[config.mk]
export PLATFORM = sky130hd
export DESIGN_NAME = curve_plotter
export DESIGN_NICKNAME = d
export VERILOG_FILES = /design/src/rtl/graph_pkg.sv /design/src/rtl/poly_eval.sv /design/src/rtl/curve_plotter.sv
export SDC_FILE = /design/constraint.sdc
export NUM_CORES = 2
export LEC_CHECK = 0
export BUFFER_PORTS_ARGS = -buffer_cell sky130_fd_sc_hd__buf_4
export CAP_MARGIN = 40
export CORE_MARGIN = 2
export CORE_UTILIZATION = 45
export CTS_BUF_LIST = sky130_fd_sc_hd__clkbuf_4 sky130_fd_sc_hd__clkbuf_8
export DETAILED_ROUTE_END_ITERATION = 7
export PLACE_DENSITY = 0.59
export SYNTH_ARGS = -nofsm -noshare
export SYNTH_HDL_FRONTEND = slang
export SYNTH_SLANG_ARGS = --single-unit
[constraint.sdc]
create_clock -name clk -period 20.9 [get_ports clk]
set_input_delay 4.18 -clock clk [delete_from_list [all_inputs] [get_ports clk]]
set_output_delay 4.18 -clock clk [all_outputs]
set_load 0.02 [all_outputs]
[src/rtl/graph_pkg.sv]
// Shared constants and types for the graph calculator video path.
package graph_pkg;
  localparam int H_ORG  = 400;
  localparam int V_ORG  = 240;
  localparam int POS_W  = 12;
  localparam int COEF_W = 8;
  localparam int C_W    = 12;
  localparam int XY_W   = 13;
  localparam int F_W    = 32;

  typedef logic signed [COEF_W-1:0] coef_t;
  typedef logic signed [C_W-1:0]    coef_c_t;
  typedef logic signed [XY_W-1:0]   xy_t;
  typedef logic signed [F_W-1:0]    f_t;
  typedef logic [23:0]              rgb_t;

  localparam rgb_t BG    = 24'hCCCCCC;
  localparam rgb_t AXIS  = 24'h000000;
  localparam rgb_t CURVE = 24'h00CC00;

  typedef struct packed {
    logic de;
    logic hs;
    logic vs;
  } side_t;
endpackage

[src/rtl/poly_eval.sv]
// Three-stage evaluation of f = (a*x^2 + b*x) >>> FRAC_BITS + c.
module poly_eval
  import graph_pkg::*;
#(
  parameter int FRAC_BITS = 4
) (
  input  logic    clk,
  input  logic    reset,
  input  xy_t     x,
  input  coef_t   a,
  input  coef_t   b,
  input  coef_c_t c,
  output f_t      f
);
  logic [18:0]        xsq;
  logic signed [20:0] bx;
  logic signed [31:0] sum;

  logic signed [25:0] xe, x2;
  logic signed [20:0] be, xb, bx_w;
  logic signed [27:0] ae, xq, ax2;

  // Operands are widened to the product width; only the low bits are kept,
  // which are identical for signed and unsigned multiplies.
  always_comb begin
    xe   = {{13{x[12]}}, x};
    x2   = xe * xe;
    be   = {{13{b[7]}}, b};
    xb   = {{8{x[12]}}, x};
    bx_w = be * xb;
    ae   = {{20{a[7]}}, a};
    xq   = {9'b0, xsq};
    ax2  = ae * xq;
  end

  always_ff @(posedge clk) begin
    if (reset) begin
      xsq <= '0;
      bx  <= '0;
      sum <= '0;
      f   <= '0;
    end else begin
      xsq <= x2[18:0];
      bx  <= bx_w;
      sum <= {{4{ax2[27]}}, ax2} + {{11{bx[20]}}, bx};
      f   <= (sum >>> FRAC_BITS) + {{20{c[11]}}, c};
    end
  end
endmodule

[src/rtl/curve_plotter.sv]
// Pixel colour stage: background, axes and a quadratic curve, 5-clk latency.
module curve_plotter
  import graph_pkg::*;
#(
  parameter int H_ORG           = graph_pkg::H_ORG,
  parameter int V_ORG           = graph_pkg::V_ORG,
  parameter int FRAC_BITS       = 4,
  parameter int THICK           = 1,
  parameter bit SYNC_ACTIVE_LOW = 1'b1
) (
  input  logic              clk,
  input  logic              reset,
  input  logic [POS_W-1:0]  hpos,
  input  logic [POS_W-1:0]  vpos,
  input  logic              de_in,
  input  logic              hsync_in,
  input  logic              vsync_in,
  input  coef_t             coef_a,
  input  coef_t             coef_b,
  input  coef_c_t           coef_c,
  output logic [7:0]        red,
  output logic [7:0]        green,
  output logic [7:0]        blue,
  output logic              de_out,
  output logic              hsync_out,
  output logic              vsync_out
);
  localparam int    STAGES   = 5;
  localparam logic  SYNC_OFF = SYNC_ACTIVE_LOW;
  localparam side_t SIDE_RST = '{de: 1'b0, hs: SYNC_OFF, vs: SYNC_OFF};

  coef_t   a_s, b_s;
  coef_c_t c_s;
  logic    vs_q;
  side_t   sb_pipe [1:STAGES];
  xy_t     x_pipe [1:STAGES-1];
  xy_t     y_pipe [1:STAGES-1];
  f_t      f, fprev, lo, hi, yw;
  rgb_t    rgb_q;
  logic    vs_on, first, curve, axis;

  assign vs_on = (vsync_in != SYNC_OFF);

  poly_eval #(.FRAC_BITS(FRAC_BITS)) u_poly (
    .clk(clk), .reset(reset), .x(x_pipe[1]),
    .a(a_s), .b(b_s), .c(c_s), .f(f)
  );

  // sb_pipe[5] holds the previous S4 pixel, so its de marks the line start.
  always_comb begin
    first = sb_pipe[4].de && !sb_pipe[STAGES].de;
    lo    = (first || f < fprev) ? f : fprev;
    hi    = (first || f > fprev) ? f : fprev;
    yw    = {{19{y_pipe[4][12]}}, y_pipe[4]};
    curve = (yw >= lo - f_t'(THICK)) && (yw <= hi + f_t'(THICK));
    axis  = (x_pipe[4] == '0) || (y_pipe[4] == '0);
  end

  always_ff @(posedge clk) begin
    if (reset) begin
      a_s   <= '0;
      b_s   <= '0;
      c_s   <= '0;
      vs_q  <= 1'b0;
      fprev <= '0;
      rgb_q <= '0;
      for (int i = 1; i <= STAGES; i++) sb_pipe[i] <= SIDE_RST;
      for (int i = 1; i < STAGES; i++) begin
        x_pipe[i] <= '0;
        y_pipe[i] <= '0;
      end
    end else begin
      vs_q <= vs_on;
      if (vs_on && !vs_q) begin
        a_s <= coef_a;
        b_s <= coef_b;
        c_s <= coef_c;
      end
      x_pipe[1]  <= xy_t'({1'b0, hpos}) - xy_t'(H_ORG);
      y_pipe[1]  <= xy_t'(V_ORG) - xy_t'({1'b0, vpos});
      sb_pipe[1] <= '{de: de_in, hs: hsync_in, vs: vsync_in};
      for (int i = 2; i <= STAGES; i++) sb_pipe[i] <= sb_pipe[i-1];
      for (int i = 2; i < STAGES; i++) begin
        x_pipe[i] <= x_pipe[i-1];
        y_pipe[i] <= y_pipe[i-1];
      end
      if (sb_pipe[4].de) fprev <= f;
      if (!sb_pipe[4].de) rgb_q <= '0;
      else if (curve)     rgb_q <= CURVE;
      else if (axis)      rgb_q <= AXIS;
      else                rgb_q <= BG;
    end
  end

  assign red       = rgb_q[23:16];
  assign green     = rgb_q[15:8];
  assign blue      = rgb_q[7:0];
  assign de_out    = sb_pipe[STAGES].de;
  assign hsync_out = sb_pipe[STAGES].hs;
  assign vsync_out = sb_pipe[STAGES].vs;
endmodule

==> impl_metrics.csv <==
group,metric,value,unit
logic_synthesis,proportion_of_synthesized_chip_area_in_sequential_cells,20.2,%
grt,antenna_found_initial,1,
power_and_ir_drop,power.switching_fraction,42.5,%
logic_synthesis,synth_area_leader_cell,"sky130_fd_sc_hd__fa_1",
logic_synthesis,yosys_register_bits,273,
timing,whs,0.395,ns
place,dp.cells,3807,
clocking,clock-root-buffer,"sky130_fd_sc_hd__clkbuf_8",
grt,number_of_global_route_vias_before_repair,21800,
power_and_ir_drop,finalPower,0.00235,W
timing,tightestPinTransition,0.853,ns
logic_synthesis,synth_cells,3070,
die,core,59200,um^2
logic_synthesis,async_reset_ff_share,0,%
logic_synthesis,muxShareOfSynthArea,2.37,%
power_and_ir_drop,power_switching,0.00100,W
logic_synthesis,netlist_area,27100,um^2
detailed_routing,vias_per_cell,5.25,
logic_synthesis,post_synth_main_area_contributors,"sky130_fd_sc_hd__fa_1 (23%), sky130_fd_sc_hd__dfxtp_1 (20%), sky130_fd_sc_hd__ha_1 (13%)",
logic_synthesis,synth_top_flop_cell,"sky130_fd_sc_hd__dfxtp_1",
logic_synthesis,synth_commonest_cells,"sky130_fd_sc_hd__inv_1 (383), sky130_fd_sc_hd__fa_1 (305), sky130_fd_sc_hd__ha_1 (288)",
timing,slew_viol_final,0,
timing,unrepaired_setup_endpoints_after_global_routing,"no",
timing,setup_viol_count_final,0,
power_and_ir_drop,seq_power_share,27.6,%
worst_setup_path,critical-path-max-stage-delay,0.62,ns
clocking,cts.sinks,273,
grt,global_route.overflow_total,0,
timing,maxClockFrequency,0.142,GHz
detailed_routing,drt-pass1-iter-count,7,
die,fp.dieArea,62200,um^2
worst_setup_path,worstSetupPathType,"flop to flop",
detailed_routing,routed-via-count,20500,
grt,global_route.usage.total,21.8,%
logic_synthesis,edff_count_synth,0,
detailed_routing,ant_nets,0,
clocking,cts_tree,"yes",
clocking,postCtsResizedCells,0,
grt,grt_pass1_wl,111000,um
die,placementRows,89,
timing,maxSlewHeadroom,43.2,%
die,io_pins,84,
logic_synthesis,ys_types,87,
logic_synthesis,synthMostInstantiatedCell,"sky130_fd_sc_hd__inv_1",
power_and_ir_drop,leakagePower,14.2,nW
timing,final_min_period_over_clock_period,33.6,%
logic_synthesis,synthXorXnorAreaFrac,5.01,%
worst_setup_path,timing.critical_path.arrival,7.57,ns
power_and_ir_drop,worst_ir_drop_vdd,0.0000582,V
logic_synthesis,synth_simple_gate_area_share,20.3,%
timing,finalWorstPathRequiredPeriod,7.03,ns
worst_hold_path,worst_hold_path_type,"flop to flop",
power_and_ir_drop,p_per_area,80.1,nW/um^2
logic_synthesis,synth_fa_ha_area_share,35.8,%
logic_synthesis,synth_compound_gate_area_share,8.54,%
place,dp_hpwl,51200,um
timing,finalHoldViolations,0,
die,chipWidth,249,um
place,io_buffer_count,71,
place,place_congestion,0.921,
die,starting_density,45.7,%
die,floorplan.die.height,249,um
detailed_routing,wl_per_cell,16.8,um
worst_setup_path,cp_slowest_cell,"sky130_fd_sc_hd__buf_4",
worst_setup_path,worstPathRequired,21.44,ns
logic_synthesis,synthesis.yosys.warnings,0,
detailed_routing,drt-initial-drc-count,895,
timing,clock_skew,0.0545,ns
final_layout,post_route_core_utilization,49.6,%
flow_run,maxCapViolCount,0,
clocking,ctsHoldBuffers,0,
clocking,clk_latency,0.67,ns
logic_synthesis,syn_avg_cell_area,8.82,um^2
timing,total_negative_setup_slack,0,ns
power_and_ir_drop,internal_power,0.00135,W
worst_setup_path,critical_path.max_fanout,63,
outcome,outcome,"finished clean",
clocking,clock_tree.htree_level_count,2,
final_layout,area_growth,8.43,%
worst_setup_path,cp-start-kind,"flop",
clocking,post-cts-setup-buffers,0,
detailed_routing,routed_wl,65600,um
logic_synthesis,synth_top_family_by_area,"adder cells",
logic_synthesis,synth_top_area_share,22.5,%
final_layout,layout.nets,3738,
worst_setup_path,crit_path_end_kind,"flop",
power_and_ir_drop,power_frac_clock,23.9,%
clocking,numCtsBuffers,52,
power_and_ir_drop,combinational_power_share,48.5,%
detailed_routing,drcViolationCount,0,
clocking,clkSlewWorstSetupHoldPaths,0.06,ns
final_layout,fin_cells,3904,
final_layout,layout-drive-gt1-share,7.41,%
grt,grt_max_degree,130,
clocking,cts_max_path_buffers,3,
per-layer routing:
| metal | track usage (%) | up-vias | routed length, um |
|---|---|---|---|
| met4 | 6.97 | 0 | 1980 |
| met3 | 2.72 | 117 | 2410 |
| met2 | 38.4 | 368 | 32000 |
| met1 | 27.8 | 10100 | 29200 |
| li1 | - | 9954 | - |
| met5 | 0 | - | 0 |
per-stage QoR:
step,area [um^2],setup WS [ns]
6_report,29400,13.87
5_1_grt,29400,13.23
4_1_cts,29400,13.90
3_5_place_dp,28200,13.94
3_3_place_gp,28100,13.95
2_1_floorplan,27100,14.34
layout make-up:
cell class | instances | area (um^2)
fillers | 5698 | 29900
clock buffers | 77 | 966
flip-flops and latches | 273 | 5470
clock inverters | 18 | 164
multi-input cells | 2282 | 19600
repair buffers | 96 | 772
well taps | 773 | 967
diodes | 2 | 5.00
inverters | 383 | 1440
final timing paths:
kind                            cells past startpoint              to  slack, ns           start
worst max-delay path                               26       rgb_q[14]      13.87       fprev[21]
worst min-delay path                                1  sb_pipe[0][13]       0.39  sb_pipe[0][10]
worst max register to register                     26       rgb_q[14]      13.87       fprev[21]
worst min register to register                      1  sb_pipe[0][13]       0.39  sb_pipe[0][10]
placed cells by master, fill, tap and decap left out, drive strengths merged, types with 34 or more instances in the layout:
cell type and count:
inv 385, fa 305, ha 288, nand2 275, dfxtp 273, nor2 236
and2 164, a21oi 130, nor2b 121, xnor2 105, buf 95, clkbuf 78
o21ai 74, mux2i 53, nand2b 52, nor3 52, xor2 50, nand3 48
nand4 37, a21o 34
kinds of logic after synthesis:
logic type,Yosys count
adder cells (fa/ha/maj),593
multiplexers,63
flip-flops,273
XOR/XNOR,155
AO/OA/AOI/OAI,365
buffers and inverters,526
AND/OR/NAND/NOR,1093
other,2
critical path, delay by kind of cell (launching register included):
| kind | cells | cell delay, ns |
|---|---|---|
| buffers and inverters | 3 | 0.85 |
| adders and majority gates | 3 | 0.99 |
| DFF | 1 | 0.48 |
| muxes | 3 | 0.88 |
| and+or+nand+nor | 13 | 2.85 |
| AOI/OAI and AO/OA | 4 | 0.84 |
registers in the layout (all words and copies together) (netlist names):
| name | cells |
|---|---|
| a_s | 8 |
| b_s | 8 |
| c_s | 12 |
| fprev | 30 |
| rgb_q | 2 |
| sb_pipe | 15 |
| u_poly.bx | 21 |
| u_poly.f | 30 |
| u_poly.sum | 25 |
| u_poly.xsq | 18 |
| vs_q | 1 |
| x_pipe | 51 |
| y_pipe | 52 |
power groups by stage:
stage               Sequential (W)  Combinational [W]  Clock (W)
finish                    0.000649            0.00114   0.000562
global route              0.000657            0.00129   0.000608
CTS                       0.000648            0.00115   0.000585
detailed placement        0.000659            0.00114          0
global placement          0.000660            0.00112          0
floorplan                 0.000616           0.000876          0
Power figures use the tool's default switching activity.
